**src/rtl/iir_out_buffer_if.sv**
```systemverilog
// Stream bus between the IIR filter output, the output buffer and its consumer.
// With IIR_OUT_BUF_DROP_CNT_EN defined the bus also carries the 8-bit drop counter.
interface iir_out_buffer_if #(
  parameter int DW = 14,
  parameter int AW = 3
);
  logic [DW-1:0] DIN;
  logic          VIN;
  logic          RDY;
  logic          CLR_OVF;
  logic [DW-1:0] DOUT;
  logic          VOUT;
  logic [AW:0]   LEVEL;
  logic          FULL;
  logic          OVF;
`ifdef IIR_OUT_BUF_DROP_CNT_EN
  logic [7:0]    DROP_CNT;

  modport master (output DIN, VIN, RDY, CLR_OVF,
                  input  DOUT, VOUT, LEVEL, FULL, OVF, DROP_CNT);
  modport slave  (input  DIN, VIN, RDY, CLR_OVF,
                  output DOUT, VOUT, LEVEL, FULL, OVF, DROP_CNT);
`else
  modport master (output DIN, VIN, RDY, CLR_OVF,
                  input  DOUT, VOUT, LEVEL, FULL, OVF);
  modport slave  (input  DIN, VIN, RDY, CLR_OVF,
                  output DOUT, VOUT, LEVEL, FULL, OVF);
`endif
endinterface

```
**src/rtl/iir_out_buffer.sv**
```systemverilog
// First-word-fall-through sample FIFO behind a non-stallable IIR filter, with sticky overflow.
// Optional drop counter (saturating at 255) enabled by IIR_OUT_BUF_DROP_CNT_EN.
module iir_out_buffer #(
  parameter int DW    = 14,
  parameter int DEPTH = 8,
  parameter int AW    = 3
) (
  input  logic           CLK,
  input  logic           RST,
  iir_out_buffer_if.slave bus
);
  localparam logic [AW:0] FULL_LVL = (AW+1)'(DEPTH);

  logic [DW-1:0] mem [DEPTH];
  logic [AW-1:0] wr_ptr, rd_ptr;
  logic [AW:0]   level;
  logic          ovf;
  logic          vout, full, pop, push, drop;

  // Status is decoded only from the registered occupancy.
  assign vout = (level != '0);
  assign full = (level == FULL_LVL);
  assign pop  = vout & bus.RDY;
  assign push = bus.VIN & (~full | pop);
  assign drop = bus.VIN & full & ~pop;

  assign bus.VOUT  = vout;
  assign bus.FULL  = full;
  assign bus.LEVEL = level;
  assign bus.OVF   = ovf;
  assign bus.DOUT  = vout ? mem[rd_ptr] : '0;

  always_ff @(posedge CLK) begin
    if (RST) begin
      wr_ptr <= '0;
      rd_ptr <= '0;
      level  <= '0;
      ovf    <= 1'b0;
    end else begin
      if (push) wr_ptr <= wr_ptr + 1'b1;
      if (pop)  rd_ptr <= rd_ptr + 1'b1;
      level <= level + {{AW{1'b0}}, push} - {{AW{1'b0}}, pop};
      // A drop in the clearing cycle wins, so no loss goes unreported.
      if (drop)             ovf <= 1'b1;
      else if (bus.CLR_OVF) ovf <= 1'b0;
    end
  end

  // Storage is not reset; DOUT is masked while empty instead.
  always_ff @(posedge CLK) begin
    if (!RST && push) mem[wr_ptr] <= bus.DIN;
  end

`ifdef IIR_OUT_BUF_DROP_CNT_EN
  logic [7:0] drop_cnt;
  assign bus.DROP_CNT = drop_cnt;

  always_ff @(posedge CLK) begin
    if (RST)                         drop_cnt <= '0;
    else if (bus.CLR_OVF)            drop_cnt <= {7'd0, drop};
    else if (drop && drop_cnt != '1) drop_cnt <= drop_cnt + 8'd1;
  end
`endif
endmodule

```
**src/flat_wrapper.sv**
```systemverilog
// flat-port wrapper written by rule: the top's interface ports become plain ports
module iir_out_buffer_flat 
#(
  parameter int DW    = 14,
  parameter int DEPTH = 8,
  parameter int AW    = 3
)
  (CLK, RST, bus_DIN, bus_VIN, bus_RDY, bus_CLR_OVF, bus_DOUT, bus_VOUT, bus_LEVEL, bus_FULL, bus_OVF);
  iir_out_buffer_if #(.DW(DW), .AW(AW)) bus_i ();
  input  logic CLK;
  input  logic RST;
  input wire logic [$bits(bus_i.DIN)-1:0] bus_DIN;
  input wire logic [$bits(bus_i.VIN)-1:0] bus_VIN;
  input wire logic [$bits(bus_i.RDY)-1:0] bus_RDY;
  input wire logic [$bits(bus_i.CLR_OVF)-1:0] bus_CLR_OVF;
  output wire logic [$bits(bus_i.DOUT)-1:0] bus_DOUT;
  output wire logic [$bits(bus_i.VOUT)-1:0] bus_VOUT;
  output wire logic [$bits(bus_i.LEVEL)-1:0] bus_LEVEL;
  output wire logic [$bits(bus_i.FULL)-1:0] bus_FULL;
  output wire logic [$bits(bus_i.OVF)-1:0] bus_OVF;
  assign bus_i.DIN = bus_DIN;
  assign bus_i.VIN = bus_VIN;
  assign bus_i.RDY = bus_RDY;
  assign bus_i.CLR_OVF = bus_CLR_OVF;
  assign bus_DOUT = bus_i.DOUT;
  assign bus_VOUT = bus_i.VOUT;
  assign bus_LEVEL = bus_i.LEVEL;
  assign bus_FULL = bus_i.FULL;
  assign bus_OVF = bus_i.OVF;
  iir_out_buffer #(.DW(DW), .DEPTH(DEPTH), .AW(AW)) u_core (.CLK(CLK), .RST(RST), .bus(bus_i));
endmodule
```
**config.mk**
```make
export PLATFORM = sky130hd
export DESIGN_NAME = iir_out_buffer_flat
export DESIGN_NICKNAME = d
export VERILOG_FILES = /design/src/rtl/iir_out_buffer_if.sv /design/src/rtl/iir_out_buffer.sv /design/src/flat_wrapper.sv
export SDC_FILE = /design/constraint.sdc
export NUM_CORES = 1
export LEC_CHECK = 0
export ABC_AREA = 0
export CAP_MARGIN = 40
export CORE_MARGIN = 8
export CORE_UTILIZATION = 45
export CTS_BUF_LIST = sky130_fd_sc_hd__clkbuf_4 sky130_fd_sc_hd__clkbuf_8
export CTS_CLUSTER_SIZE = 10
export DETAILED_ROUTE_END_ITERATION = 8
export MAX_ROUTING_LAYER = met4
export PLACE_DENSITY_LB_ADDON = 0.1
export SYNTH_ARGS = -nofsm -noshare
export SYNTH_HDL_FRONTEND = slang
export SYNTH_SLANG_ARGS = --single-unit
```
**constraint.sdc**
```tcl
create_clock -name CLK -period 3.88 [get_ports CLK]
set_clock_uncertainty 0.2 [all_clocks]
set_input_delay 0.582 -clock CLK [delete_from_list [all_inputs] [get_ports CLK]]
set_output_delay 0.582 -clock CLK [all_outputs]
set_load 0.01 [all_outputs]
```
==> impl_metrics.json <==
{
  "number_of_synthesized_register_bits": 126,
  "timing.slew.headroom_pct": 44.63,
  "drt-wirelength-per-cell_um": 20.69,
  "cts_tree": "built",
  "place.port_buffers": 39,
  "placedInstanceArea_um2": 5662,
  "post-synth-top-area-cell": "sky130_fd_sc_hd__edfxtp_1",
  "timing.rr.start": "u_core.bus.LEVEL[2]$_SDFF_PP0_",
  "ratio_of_routed_vias_to_standard_cells": 5.281,
  "global_route_met3_utilization_pct": 4.793,
  "globalRouteMet1Util_pct": 17.07,
  "peakVddDrop_mv": 0.2771,
  "final_critical_path_setup_slack_ns": 0.3512,
  "critPathTopFamily": "buffers and inverters",
  "num_rows": 38,
  "min_from": "u_core.bus.OVF$_SDFFE_PP0P_",
  "post_synth_main_area_contributors": "sky130_fd_sc_hd__edfxtp_1 68%, sky130_fd_sc_hd__mux4_2 13%, sky130_fd_sc_hd__dfxtp_1 5.6%, sky130_fd_sc_hd__a22o_1 2.5%, sky130_fd_sc_hd__ha_1 2.0%",
  "gpl.final_weighted_congestion": 0.7792,
  "initial_utilization_pct": 45.96,
  "synth.top_cell.area_share_pct": 67.50,
  "timing.final.hold_violations": 0,
  "finish.instance_area_um2": 6077,
  "placement.setup.worst_slack_ns": 0.6694,
  "cp_data_arrival_time_ns": 2.75,
  "dp_hpwl_um": 6041,
  "post_route_cells_drive_above_1_share_pct": 26.97,
  "worst_path_largest_cell_delay_ns": 0.55,
  "cts_repair_resize_count": 0,
  "synthCells": 253,
  "worst_path_depth": 7,
  "ys.warnings.count": 0,
  "max_slew_violation_count": 0,
  "p_leak_nw": 2.025,
  "post_route_antenna_net_violation_count": 0,
  "p_per_area_nw_per_um2": 615.1,
  "syn-num-nets": 281,
  "cts.reportedPaths.clkPinSlew_ns": 0.07,
  "clock_period_minus_final_worst_setup_slack_ns": 3.529,
  "floorplan.die_area_um2": 14690,
  "cp_slowest_cell": "sky130_fd_sc_hd__clkdlybuf4s50_1",
  "grt_max_degree": 21,
  "timing.critical_path.cells": "inv_1 > ha_1 > nor3b_2 > nor2_1 > buf_4 > a22o_1 > clkdlybuf4s50_1",
  "grt.busiest_layer": "met2",
  "core-area_um2": 10840,
  "avgSynthCellArea_um2": 19.69,
  "run_status": "complete, no violations",
  "clock_latency_ns": 0.42,
  "report.final.setup_viol": 0,
  "die_outline_height_um": 121.2,
  "maxCapViolations": 0,
  "detail_route.drc_violations": 0,
  "period_share_pct": 90.95,
  "yosysSeqAreaShare_pct": 73.13,
  "cp-start-kind": "flip-flop",
  "grt_pass1_wl_um": 15430,
  "unique_masters_post_synth": 37,
  "routed_wl_um": 9724,
  "post-cts-setup-buffers": 0,
  "area_growth_pct": 21.97,
  "timing.hold.worst.class": "reg -> reg",
  "vias": 2482,
  "clock_tree.htree_level_count": 4,
  "buffer_and_inverter_count_on_the_worst_path": 3,
  "grt_pass1_vias": 2773,
  "timing_worst_setup_path_type": "reg -> out",
  "grt_overall_usage_pct": 14.88,
  "clk_root_buffer_cell": "sky130_fd_sc_hd__clkbuf_8",
  "clk_path_buf_depth": 2,
  "hold_path_cell_cnt": 2,
  "setup.worst_path.end_class": "output port",
  "rsz_0062_raised_after_global_routing": "no",
  "fmax_mhz": 283.4,
  "grt-ovfl-total": 0,
  "first_iter_violations": 123,
  "tritoncts.num_buffers": 17,
  "cts_hold_repair.buffers": 0,
  "critPathMaxFanout": 9,
  "startpoint": "u_core.bus.LEVEL[2]$_SDFF_PP0_",
  "fin_tns_setup_ns": 0,
  "antenna-diode-count": 0,
  "cp_data_required_time_ns": 3.10,
  "logic_depth_of_the_worst_register_to_register_path": 6,
  "grt_antenna_before_repair": 0,
  "clock_sink_total": 126,
  "post_synthesis_instance_area_um2": 4982,
  "worst_slew_pin_slew_ns": 0.8260,
  "num-nets-final": 345,
  "die_width_um": 121.2,
  "io_pins": 40,
  "grtUsageMet2_pct": 23.94,
  "drt_pass1_iterations": 4
}
[per-stage QoR]
stage          hold WS, ns  total power, mW  util [%]  cells
5_1_grt             0.3073            3.924     56.06    470
2_1_floorplan       0.2890            2.185         -    253
4_1_cts             0.2895            3.793     56.06    470
3_5_place_dp        0.2724            2.595     52.23    438
3_3_place_gp        0.2550            2.591     52.23    438
6_report            0.2821            3.738     56.06    470
[state kept, by name, indices dropped and copies added (netlist names), named ones only]
register,cells
u_core.bus.LEVEL,4
u_core.bus.OVF,1
u_core.mem,112
u_core.rd_ptr,3
u_core.wr_ptr,3
[final timing paths]
check / end / slack (ns)
setup reg to reg: u_core.mem[4][11]$_DFFE_PP_ / 1.28
hold / removal: u_core.bus.OVF$_SDFFE_PP0P_ / 0.28
hold reg to reg: u_core.bus.OVF$_SDFFE_PP0P_ / 0.28
setup / recovery: bus_DOUT[2] / 0.35
[worst register-to-register path: stages, from the launching register on]
cell                       delay (ns)
sky130_fd_sc_hd__dfxtp_1         0.33
sky130_fd_sc_hd__inv_1           0.07
sky130_fd_sc_hd__ha_1            0.21
sky130_fd_sc_hd__nor2b_1         0.25
sky130_fd_sc_hd__o211ai_1        0.23
sky130_fd_sc_hd__nor3_2          0.72
sky130_fd_sc_hd__buf_4           0.30
[layout by cell type, fill, tap and decap left out, types with 3 or more instances in the layout]
master                            instances
sky130_fd_sc_hd__edfxtp_1               112
sky130_fd_sc_hd__clkdlybuf4s50_1         39
sky130_fd_sc_hd__mux4_2                  28
sky130_fd_sc_hd__clkbuf_8                17
sky130_fd_sc_hd__a22o_1                  14
sky130_fd_sc_hd__buf_4                   14
sky130_fd_sc_hd__inv_1                   13
sky130_fd_sc_hd__dfxtp_1                 13
sky130_fd_sc_hd__ha_1                     8
sky130_fd_sc_hd__nor2_1                   7
sky130_fd_sc_hd__a21oi_1                  6
sky130_fd_sc_hd__nor3_2                   4
sky130_fd_sc_hd__nand2b_1                 4
sky130_fd_sc_hd__bufinv_16                4
sky130_fd_sc_hd__clkinv_1                 4
sky130_fd_sc_hd__nor2b_1                  3
sky130_fd_sc_hd__nor4_2                   3
sky130_fd_sc_hd__o21ai_0                  3
sky130_fd_sc_hd__clkinv_2                 3
[metal layers]
metal,vias to the layer above,part of all wire [%]
li1,1162,-
met1,1260,44
met2,52,51
met3,8,3.6
met4,0,1.2
met5,-,0
[power by group]
part	total, mW	switching [mW]	internal (mW)
clock	1.19	0.500	0.695
sequential	1.62	0.0727	1.55
combinational	0.925	0.407	0.518
[kinds of logic (layout without fill, tap and decap cells)]
logic type	count (synthesis)	count (layout)	share of synthesized area, %
XOR/XNOR	1	1	0.1758
AND/OR/NAND/NOR	31	31	3.792
buffers and inverters	24	101	2.486
AO/OA/AOI/OAI	31	31	4.722
multiplexers	31	31	13.28
flip-flops	126	126	73.13
adder cells (fa/ha/maj)	9	9	2.411
[final cells by class]
class / instances / area [um2]
clock buffer: 18 / 241.5
fill: 855 / 4763
clock inverter: 14 / 173.9
timing repair buffer: 55 / 535.5
multi-input combinational: 103 / 1254
inverter: 14 / 52.55
sequential: 126 / 3645
tap: 140 / 175.2
[synthesized netlist by cell type]
library cell / count
sky130_fd_sc_hd__edfxtp_1: 112
sky130_fd_sc_hd__mux4_2: 28
sky130_fd_sc_hd__a22o_1: 14
sky130_fd_sc_hd__dfxtp_1: 14
sky130_fd_sc_hd__inv_1: 13
sky130_fd_sc_hd__ha_1: 8
sky130_fd_sc_hd__nor2_1: 7
sky130_fd_sc_hd__a21oi_1: 6
sky130_fd_sc_hd__buf_6: 4
sky130_fd_sc_hd__nand2b_1: 4
sky130_fd_sc_hd__nor3_1: 4
sky130_fd_sc_hd__clkbuf_1: 3
sky130_fd_sc_hd__nor2b_1: 3
sky130_fd_sc_hd__nor4_1: 3
sky130_fd_sc_hd__o21ai_0: 3
sky130_fd_sc_hd__a211o_1: 2
sky130_fd_sc_hd__a31o_2: 2
sky130_fd_sc_hd__buf_2: 2
sky130_fd_sc_hd__mux2i_1: 2
sky130_fd_sc_hd__nand3_1: 2
sky130_fd_sc_hd__a21o_1: 1
sky130_fd_sc_hd__a311oi_1: 1
sky130_fd_sc_hd__and2_4: 1
sky130_fd_sc_hd__clkbuf_2: 1
sky130_fd_sc_hd__fa_1: 1
sky130_fd_sc_hd__inv_2: 1
sky130_fd_sc_hd__mux2_2: 1
sky130_fd_sc_hd__nand3b_1: 1
sky130_fd_sc_hd__nor3b_2: 1
sky130_fd_sc_hd__nor4bb_1: 1
sky130_fd_sc_hd__o211ai_1: 1
sky130_fd_sc_hd__o21ai_2: 1
sky130_fd_sc_hd__or2_2: 1
sky130_fd_sc_hd__or3_1: 1
sky130_fd_sc_hd__or3b_4: 1
sky130_fd_sc_hd__or4_1: 1
sky130_fd_sc_hd__xor2_1: 1
No activity file was read; power rests on OpenSTA's default activity.
